File: src/rtl/vx_commit_arb_if.sv
// Handshake bundle between the execute units and the writeback arbiter.
// master = execute/issue side, slave = the arbiter itself.
interface vx_commit_arb_if #(
  parameter int NUM_REQS = 4,
  parameter int DATAW    = 64,
  parameter int SELW     = (NUM_REQS > 1) ? $clog2(NUM_REQS) : 1
);
  logic [NUM_REQS-1:0]       in_valid;
  logic [NUM_REQS*DATAW-1:0] in_data;
  logic [NUM_REQS-1:0]       in_eop;
  logic [NUM_REQS-1:0]       in_ready;
  logic                      out_valid;
  logic [DATAW-1:0]          out_data;
  logic                      out_eop;
  logic [SELW-1:0]           out_sel;
  logic                      out_ready;

  modport master (
    output in_valid, in_data, in_eop, out_ready,
    input  in_ready, out_valid, out_data, out_eop, out_sel
  );

  modport slave (
    input  in_valid, in_data, in_eop, out_ready,
    output in_ready, out_valid, out_data, out_eop, out_sel
  );
endinterface

File: src/rtl/vx_commit_arb.sv
// Round-robin writeback arbiter with packet lock and a 2-entry output buffer.
// Optional stall counter enabled by defining VX_COMMIT_ARB_PERF_EN.
module vx_commit_arb #(
  parameter int NUM_REQS      = 4,
  parameter int DATAW         = 64,
  parameter int PERF_CTR_BITS = 44
) (
  input  logic                     clk,
  input  logic                     reset,
  vx_commit_arb_if.slave           bus,
  output logic [PERF_CTR_BITS-1:0] perf_stalls
);
  localparam int SELW = (NUM_REQS > 1) ? $clog2(NUM_REQS) : 1;

  typedef enum logic {IDLE, LOCKED} state_t;

  state_t              state_reg;
  logic [SELW-1:0]     rr_ptr_reg;
  logic [SELW-1:0]     lock_sel_reg;
  logic [1:0]          count_reg;
  logic                rd_ptr_reg;
  logic                wr_ptr_reg;
  logic [DATAW-1:0]    buf_data_reg [2];
  logic                buf_eop_reg  [2];
  logic [SELW-1:0]     buf_sel_reg  [2];

  logic [NUM_REQS-1:0] grant;
  logic [SELW-1:0]     win_sel;
  logic [SELW-1:0]     rr_ptr_next;
  logic [DATAW-1:0]    win_data;
  logic                win_eop;
  logic                push;
  logic                pop;
  logic                found;
  int                  idx;

  // While locked only the owner may be granted; otherwise scan upward from rr_ptr.
  always_comb begin
    grant   = '0;
    win_sel = rr_ptr_reg;
    found   = 1'b0;
    idx     = 0;
    if (state_reg == LOCKED) begin
      grant[lock_sel_reg] = bus.in_valid[lock_sel_reg];
      win_sel             = lock_sel_reg;
    end else begin
      for (int k = 0; k < NUM_REQS; k++) begin
        idx = (int'(rr_ptr_reg) + k) % NUM_REQS;
        if (!found && bus.in_valid[idx]) begin
          found      = 1'b1;
          grant[idx] = 1'b1;
          win_sel    = SELW'(idx);
        end
      end
    end
  end

  for (genvar gi = 0; gi < NUM_REQS; gi++) begin : g_ready
    assign bus.in_ready[gi] = grant[gi] && (count_reg < 2'd2) && !reset;
  end

  assign push        = |(bus.in_valid & bus.in_ready);
  assign pop         = (count_reg != 2'd0) && bus.out_ready;
  assign win_data    = bus.in_data[win_sel*DATAW +: DATAW];
  assign win_eop     = bus.in_eop[win_sel];
  assign rr_ptr_next = (win_sel == SELW'(NUM_REQS-1)) ? '0 : win_sel + 1'b1;

  assign bus.out_valid = (count_reg != 2'd0);
  assign bus.out_data  = buf_data_reg[rd_ptr_reg];
  assign bus.out_eop   = buf_eop_reg[rd_ptr_reg];
  assign bus.out_sel   = buf_sel_reg[rd_ptr_reg];

  always_ff @(posedge clk) begin
    if (reset) begin
      state_reg    <= IDLE;
      rr_ptr_reg   <= '0;
      lock_sel_reg <= '0;
      count_reg    <= '0;
      rd_ptr_reg   <= 1'b0;
      wr_ptr_reg   <= 1'b0;
      for (int e = 0; e < 2; e++) begin
        buf_data_reg[e] <= '0;
        buf_eop_reg[e]  <= 1'b0;
        buf_sel_reg[e]  <= '0;
      end
    end else begin
      if (push) begin
        buf_data_reg[wr_ptr_reg] <= win_data;
        buf_eop_reg[wr_ptr_reg]  <= win_eop;
        buf_sel_reg[wr_ptr_reg]  <= win_sel;
        wr_ptr_reg               <= ~wr_ptr_reg;
        // Pointer only advances when a packet completes, so a multi-beat packet keeps priority.
        if (win_eop) begin
          rr_ptr_reg <= rr_ptr_next;
          state_reg  <= IDLE;
        end else begin
          state_reg    <= LOCKED;
          lock_sel_reg <= win_sel;
        end
      end
      if (pop) begin
        rd_ptr_reg <= ~rd_ptr_reg;
      end
      case ({push, pop})
        2'b10:   count_reg <= count_reg + 2'd1;
        2'b01:   count_reg <= count_reg - 2'd1;
        default: count_reg <= count_reg;
      endcase
    end
  end

`ifdef VX_COMMIT_ARB_PERF_EN
  logic [PERF_CTR_BITS-1:0] perf_reg;

  always_ff @(posedge clk) begin
    if (reset) begin
      perf_reg <= '0;
    end else if ((|bus.in_valid) && !push) begin
      perf_reg <= perf_reg + 1'b1;
    end
  end

  assign perf_stalls = perf_reg;
`else
  assign perf_stalls = '0;
`endif
endmodule

File: src/flat_wrapper.sv
// flat-port wrapper written by rule: the top's interface ports become plain ports
module vx_commit_arb_flat 
#(
  parameter int NUM_REQS      = 4,
  parameter int DATAW         = 64,
  parameter int PERF_CTR_BITS = 44
)
  (clk, reset, perf_stalls, bus_in_valid, bus_in_data, bus_in_eop, bus_out_ready, bus_in_ready, bus_out_valid, bus_out_data, bus_out_eop, bus_out_sel);
  vx_commit_arb_if #(.NUM_REQS(NUM_REQS), .DATAW(DATAW)) bus_i ();
  input  logic clk;
  input  logic reset;
  output logic [PERF_CTR_BITS-1:0] perf_stalls;
  input wire logic [$bits(bus_i.in_valid)-1:0] bus_in_valid;
  input wire logic [$bits(bus_i.in_data)-1:0] bus_in_data;
  input wire logic [$bits(bus_i.in_eop)-1:0] bus_in_eop;
  input wire logic [$bits(bus_i.out_ready)-1:0] bus_out_ready;
  output wire logic [$bits(bus_i.in_ready)-1:0] bus_in_ready;
  output wire logic [$bits(bus_i.out_valid)-1:0] bus_out_valid;
  output wire logic [$bits(bus_i.out_data)-1:0] bus_out_data;
  output wire logic [$bits(bus_i.out_eop)-1:0] bus_out_eop;
  output wire logic [$bits(bus_i.out_sel)-1:0] bus_out_sel;
  assign bus_i.in_valid = bus_in_valid;
  assign bus_i.in_data = bus_in_data;
  assign bus_i.in_eop = bus_in_eop;
  assign bus_i.out_ready = bus_out_ready;
  assign bus_in_ready = bus_i.in_ready;
  assign bus_out_valid = bus_i.out_valid;
  assign bus_out_data = bus_i.out_data;
  assign bus_out_eop = bus_i.out_eop;
  assign bus_out_sel = bus_i.out_sel;
  vx_commit_arb #(.NUM_REQS(NUM_REQS), .DATAW(DATAW), .PERF_CTR_BITS(PERF_CTR_BITS)) u_core (.clk(clk), .reset(reset), .bus(bus_i), .perf_stalls(perf_stalls));
endmodule
File: config.mk
export PLATFORM = sky130hd
export DESIGN_NAME = vx_commit_arb_flat
export DESIGN_NICKNAME = d
export VERILOG_FILES = /design/src/rtl/vx_commit_arb_if.sv /design/src/rtl/vx_commit_arb.sv /design/src/flat_wrapper.sv
export SDC_FILE = /design/constraint.sdc
export NUM_CORES = 1
export LEC_CHECK = 0
export BUFFER_PORTS_ARGS = -buffer_cell sky130_fd_sc_hd__buf_2
export CORE_AREA = 2 2 147 149
export DETAILED_ROUTE_END_ITERATION = 12
export DIE_AREA = 0 0 149 151
export PLACE_DENSITY = 0.81
export SLEW_MARGIN = 20
export SYNTH_ARGS = -nofsm -noshare
export SYNTH_HDL_FRONTEND = slang
export SYNTH_SLANG_ARGS = --single-unit
File: constraint.sdc
create_clock -name clk -period 6.7 [get_ports clk]
set_input_delay 0.335 -clock clk [delete_from_list [all_inputs] [get_ports clk]]
set_output_delay 0.335 -clock clk [all_outputs]
set_load 0.1 [all_outputs]
==> impl_results.md, run 1 <==
* Clk sinks at about 140
* Main synth FF type: edfxtp_1
* Max Clk Rate at 0.198 GHz
* Clock tree buffer depth at 2
* Relative slew slack at ~32%
* Crit path from: u_core.rr_ptr_reg[0]
* Critical-path top delay cell: buf_4
* FF+latch count, synth at 144
* Setup TNS at 0 ps
* Critical path buffer and inverter count at 2
* Largest stage delay, worst path at slightly below 800 ps
* Global-route usage over all layers at between 10% and 20%
* Register area share after synthesis at between 40% and 50%
* CP top delay family: buffers and inverters
* Placer Congestion at between 0.9 and 1
* Worst-Skew Late Latency at 410 ps
* Number of detailed-route iterations in the first pass at 5
* WS Path Type: flop to flop
* Crit path time final at between 5000 and 6000 ps
* EDFF count, synth at 134
* R2R cell count at 11
* Clock Root Buffer: clkbuf_16
* Crit. End Element: flop
* Min-delay worst type: primary input to flop
* RSZ-0062 raised after global routing: no
* Final Util at a little over half
* Port bufs at ~340
* CP endpoint: u_core.state_reg
* DR WL/cell at 18.3 um
* R2r endpoint: u_core.state_reg
* Post-Layout Cell Count at 1250
* Count of cell types in the netlist at 57
* Die area at between 0.02 and 0.025 sq mm
* Vias in the first global route at approximately 6400
* Synth-to-layout area growth at 24.8%
* Dpl cell area at 0.0106 sq mm
* WP depth at 11
* Max Clock Skew at between 6 and 7 ps
* Origin of the critical flop-to-flop path: u_core.rr_ptr_reg[0]
* Max reg flops at 128
* Vias per cell at slightly above 5
* Post-synth ARST share at 0%
* Die Wd at about 150 um
* First-pass GRT wire length at approximately 34 mm
* Ys Warns at 0
* Final Hold Fails at 0
* Vias at between 6000 and 7000
* # nets final at around 1200
* TritonCTS clock tree: built
* # IOs at 383
* Grt total ovfl at 0
* Final setup fails at 0
* CP Max Fanout at 70
* CP Cell Sequence: clkinv_1 -> ha_1 -> or3b_4 -> a2111oi_4 -> or2_1 -> nor3_1 -> o22ai_4 -> buf_4 -> mux2i_1 -> nor2_1 -> a211oi_1
* FP Rows at 53
* Postcts setup bufs at 0
* Startpoint Class: flop
* Final worst-path cycle share at between 70% and 80%
* Die height at ~150 um
* Hold_buf cts at 0
* Initial drt markers at 297
* Initial core utilization at about 43%
* Num CTS Buffers at 17
* Final HPWL DP at between 15 and 20 mm
* Total Wirelength at 22.9 mm
* H-tree level count at 4
* Reg2reg setup slack at 1640 ps
* Slew @ Worst Pin at 1010 ps
* DP Cell Count at between 1000 and 1500
* Max-Cap Viols at 0
* Routed Antenna Nets at 0
* Crit path DAT at between 5000 and 6000 ps
* Worst path required time at 7010 ps
* Largest net degree at the start of global routing at approximately 70
* Share of cells above drive strength 1 at between 50% and 60%
* Post-Syn Instances at 646
* Mean Syn Cell Area at between 10 and 15 sq um
* Initial antenna violation count at 2
* Core ar. at roughly 0.021 sq mm
* DRC viols at 0
* Worst-path clk slew at 60 ps
* Fin area at about 0.011 sq mm
* Area of the mapped netlist at 0.00894 sq mm
* Post-CTS Resized at 0
* Final Max Slew Viols at 0
* Run status: finished clean
-- synthesized netlist by cell type (4+ instances only) --
cell      number  area [sq um]
a21oi_1       10          50.1
and2_1       131           820
buf_12         6           120
buf_2          8          40.0
buf_4         47           353
clkbuf_1      24          90.1
dfxtp_1       10           200
edfxtp_1     134          4020
ha_1           9           113
inv_1          7          26.3
mux2_2        69           777
mux4_2        66          1490
nand2_1       16          60.1
nand2b_1       6          37.5
nand3_1        8          40.0
nand3b_1       4          30.0
nor2_1        17          63.8
nor2b_1        4          25.0
o21ai_0        8          40.0
-- layout make-up --
class	instances	area (sq um)
sequential	144	4230
multi-input combinational	446	4230
tap	275	344
timing repair buffer	343	1730
inverter	9	36.3
fill	1761	9660
clock buffer	17	425
clock inverter	15	170
antenna	1	2.50
-- logic make-up after synthesis --
group           Yosys count  share of synthesized area, %
simple gates            203                          13.4
buf+inv                  99                          7.53
flops                   144                          47.2
fa+ha+maj                 9                          1.26
mux                     139                          25.8
compound gates           47                          4.34
xor+xnor                  4                         0.392
other cells               1                        0.0419
-- per-layer routing --
layer / global-route usage, % / wire, um
met5: 0 / 13
met4: 6.48 / 355
met3: 3.92 / 1570
met2: 35.2 / 12000
met1: 23.6 / 8920
-- worst reg2reg max path, stage by stage (launching register included) --
cell and delay [ps]:
dfxtp_1 660, clkinv_1 480, ha_1 550, or3b_4 450, a2111oi_4 400, or2_1 370
nor3_1 160, o22ai_4 130, buf_4 770, mux2i_1 550, nor2_1 170, a211oi_1 270
-- how the worst min path moves through the flow --
stage                        start                   to  slack, ps  depth (start not counted)
2_1_floorplan  u_core.count_reg[1]  u_core.count_reg[1]        480                          2
3_3_place_gp     u_core.rd_ptr_reg                 flop        490                          2
3_5_place_dp     u_core.rd_ptr_reg    u_core.rd_ptr_reg        500                          2
4_1_cts                      reset  u_core.count_reg[0]        250                          2
5_1_grt                      reset  u_core.count_reg[0]        250                          2
6_report                     reset  u_core.count_reg[0]        270                          2
-- layout by cell type, fill, tap and decap left out, types with 3 or more instances in the layout --
cell type and n:
buf_2 338, edfxtp_1 134, and2_1 131, mux2_2 69
mux4_2 66, conb_1 44, nor2_1 17, clkbuf_16 17
nand2_1 16, a21oi_1 10, ha_1 9, dfxtp_1 9
nand3_1 8, o21ai_0 8, inv_1 7, inv_6 6
buf_4 5, nand3b_1 4, nand2b_1 4, nor2b_1 4
mux2i_1 3, o31a_1 3, a211o_1 3, xnor2_1 3
and3_1 3, clkinv_4 3
-- stage by stage --
step           setup WS (ps)  hold WS (ps)
2_1_floorplan           1660           479
5_1_grt                 1210           253
3_3_place_gp            1920           493
4_1_cts                 1650           252
6_report                1640           268
3_5_place_dp            1650           502
Power of run 1 is not shown: default switching activity piles up to over one toggle a cycle in this logic, so the estimate is an artifact.
==> run 2, diff against run 1 <==
--- a/config.mk
+++ b/config.mk
@@ -6,9 +6,9 @@
 export NUM_CORES = 1
 export LEC_CHECK = 0
 export BUFFER_PORTS_ARGS = -buffer_cell sky130_fd_sc_hd__buf_2
-export CORE_AREA = 2 2 147 149
+export CORE_AREA = 2 2 150 152
 export DETAILED_ROUTE_END_ITERATION = 12
-export DIE_AREA = 0 0 149 151
+export DIE_AREA = 0 0 152 154
 export PLACE_DENSITY = 0.81
 export SLEW_MARGIN = 20
 export SYNTH_ARGS = -nofsm -noshare
==> constraint.sdc (replaced) <==
create_clock -name clk -period 4.5 [get_ports clk]
set_input_delay 0.225 -clock clk [delete_from_list [all_inputs] [get_ports clk]]
set_output_delay 0.225 -clock clk [all_outputs]
set_load 0.1 [all_outputs]
==> run 2 against run 1 <==
  * Wire length rose by 2.7%
  * Cell area rose by 1.7%
  * First-iteration DRC count rose by 28%
  * Register-to-register slack got worse by 940 ps
  * Die area rose by 4.0%
  * Largest cell class unchanged
  * Highest routed layer unchanged
==> impl_results.md, run 2 (synthesis results as in run 1) <==
* Commonest non-fill, non-tap cell in the layout: buf_2
* Clk sinks at 144
* DP Cell Count at about 1200
* Post-Layout Cell Count at ~1300
* Slew @ Worst Pin at between 900 and 1000 ps
* Share of cells above drive strength 1 at between 50 and 60%
* WS Path Type: flop to flop
* Max Clock Skew at between 9 and 10 ps
* Critical-path top delay cell: or3b_4
* Reg2reg setup slack at roughly 700 ps
* Clock Root Buffer: clkbuf_16
* Synth-to-layout area growth at 26.9%
* Die area at ~0.023 sq mm
* Worst-path clk slew at ~60 ps
* Hold_buf cts at 0
* Placer Congestion at 0.930
* FP Rows at 54
* Most frequent cells in the layout: 338 x buf_2, 134 x edfxtp_1, 131 x and2_1, 69 x mux2_2, 66 x mux4_2
* HP Start: reset
* Final Hold Fails at 0
* First-pass GRT wire length at 35.7 mm
* Min-delay worst type: primary input to flop
* Initial core utilization at roughly two fifths
* Final worst-path cycle share at between 80% and 90%
* # nets final at between 1000 and 1500
* CP top delay family: simple AND/OR/NAND/NOR gates
* Fin area at approximately 0.011 sq mm
* Crit. End Element: flop
* Max reg flops at 128
* Final WS setup at between 700 and 800 ps
* Core ar. at about 0.022 sq mm
* Max-Cap Viols at 0
* Critical path buffer and inverter count at 3
* Die Wd at around 150 um
* Dpl cell area at 0.0108 sq mm
* Worst path required time at roughly 4600 ps
* CP Max Fanout at 26
* Number of detailed-route iterations in the first pass at 4
* H-tree level count at 4
* Worst-Skew Late Latency at between 400 and 500 ps
* Pre-CTS setup slack at around 670 ps
* Final HPWL DP at 17.5 mm
* Origin of the critical flop-to-flop path: u_core.rr_ptr_reg[1]
* DR WL/cell at around 19 um
* Global-route usage over all layers at between 10% and 20%
* DRC viols at 0
* TritonCTS clock tree: built
* R2R cell count at 12
* Crit path from: u_core.rr_ptr_reg[1]
* Vias per cell at 5.15
* WHS Path Cells at 2
* Post-CTS Resized at 0
* Run status: finished clean
* Initial drt markers at roughly 380
* Crit path time final at 3800 ps
* CP Cell Sequence: inv_1 -> ha_1 -> or3b_4 -> a2111oi_4 -> or2_1 -> buf_4 -> nand2_1 -> and3_1 -> o211ai_4 -> nand2b_1 -> nand2b_4 -> buf_12
* Num CTS Buffers at 17
* Final Max Slew Viols at 0
* Port bufs at 338
* Initial antenna violation count at 1
* Vias in the first global route at about 6700
* Clock tree buffer depth at 2
* Grt total ovfl at 0
* Hold Path Sink: u_core.count_reg[0]
* Startpoint Class: flop
* RSZ-0062 raised after global routing: no
* Total Wirelength at ~23 mm
* Setup TNS at 0 ps
* R2r endpoint: u_core.buf_data_reg[0][60]
* Final setup fails at 0
* Relative slew slack at 34.5%
* Largest stage delay, worst path at between 400 and 500 ps
* Vias at 6526
* Max Clk Rate at between 0.2 and 0.3 GHz
* # IOs at around 380
* Largest net degree at the start of global routing at between 60 and 70
* Routed Antenna Nets at 0
* Postcts setup bufs at 0
* Crit path DAT at approximately 3900 ps
* Die height at ~150 um
-- run 2: changes by cell type in the layout (fill, tap and decap cells not counted), sizes merged --
cell      delta
buf         +14
inv          +2
clkinvlp     +2
bufinv       -1
clkinv       -4
-- run 2: metrics by stage --
stage / hold WS, ps / utilization, %
floorplan: 405 / -
global placement: 492 / 49.7
detailed placement: 505 / 49.7
CTS: 153 / 52.3
global route: 171 / 52.3
finish: 179 / 52.4
-- run 2: worst reg2reg max path, delay by kind of cell (launching register included) --
family	cells	cell delay [ps]
and+or+nand+nor	6	1470
DFF	1	340
buffers and inverters	3	540
adders and majority gates	1	420
AOI/OAI and AO/OA	2	720
-- run 2: final cells by class --
cell class              count  area, sq um
diodes                      1         2.50
clock buffers              17          425
multi-input cells         446         4230
flip-flops and latches    144         4230
inverters                   9         36.3
well taps                 280          350
repair buffers            357         1930
clock inverters            14          146
fillers                  1913        10300
-- run 2: how the worst max path moves through the flow --
stage,end,cells after the start,slack [ps]
5_1_grt,u_core.buf_data_reg[1][9],10,480
6_report,u_core.buf_data_reg[0][60],12,700
3_5_place_dp,u_core.buf_data_reg[1][1],10,670
2_1_floorplan,u_core.buf_data_reg[0][0],13,220
4_1_cts,u_core.buf_data_reg[1][9],10,690
3_3_place_gp,u_core.buf_data_reg[0][42],10,800
-- run 2: metal layers --
metal / wire length (um) / part of all wire [%] / GRT usage [%]
met4: 400 / 1.7 / 5.47
met3: 1310 / 5.6 / 4.54
met5: 13 / 0.055 / 0
met1: 9370 / 40 / 23.7
met2: 12400 / 53 / 34.8
Power of run 2 is left out for the same reason.
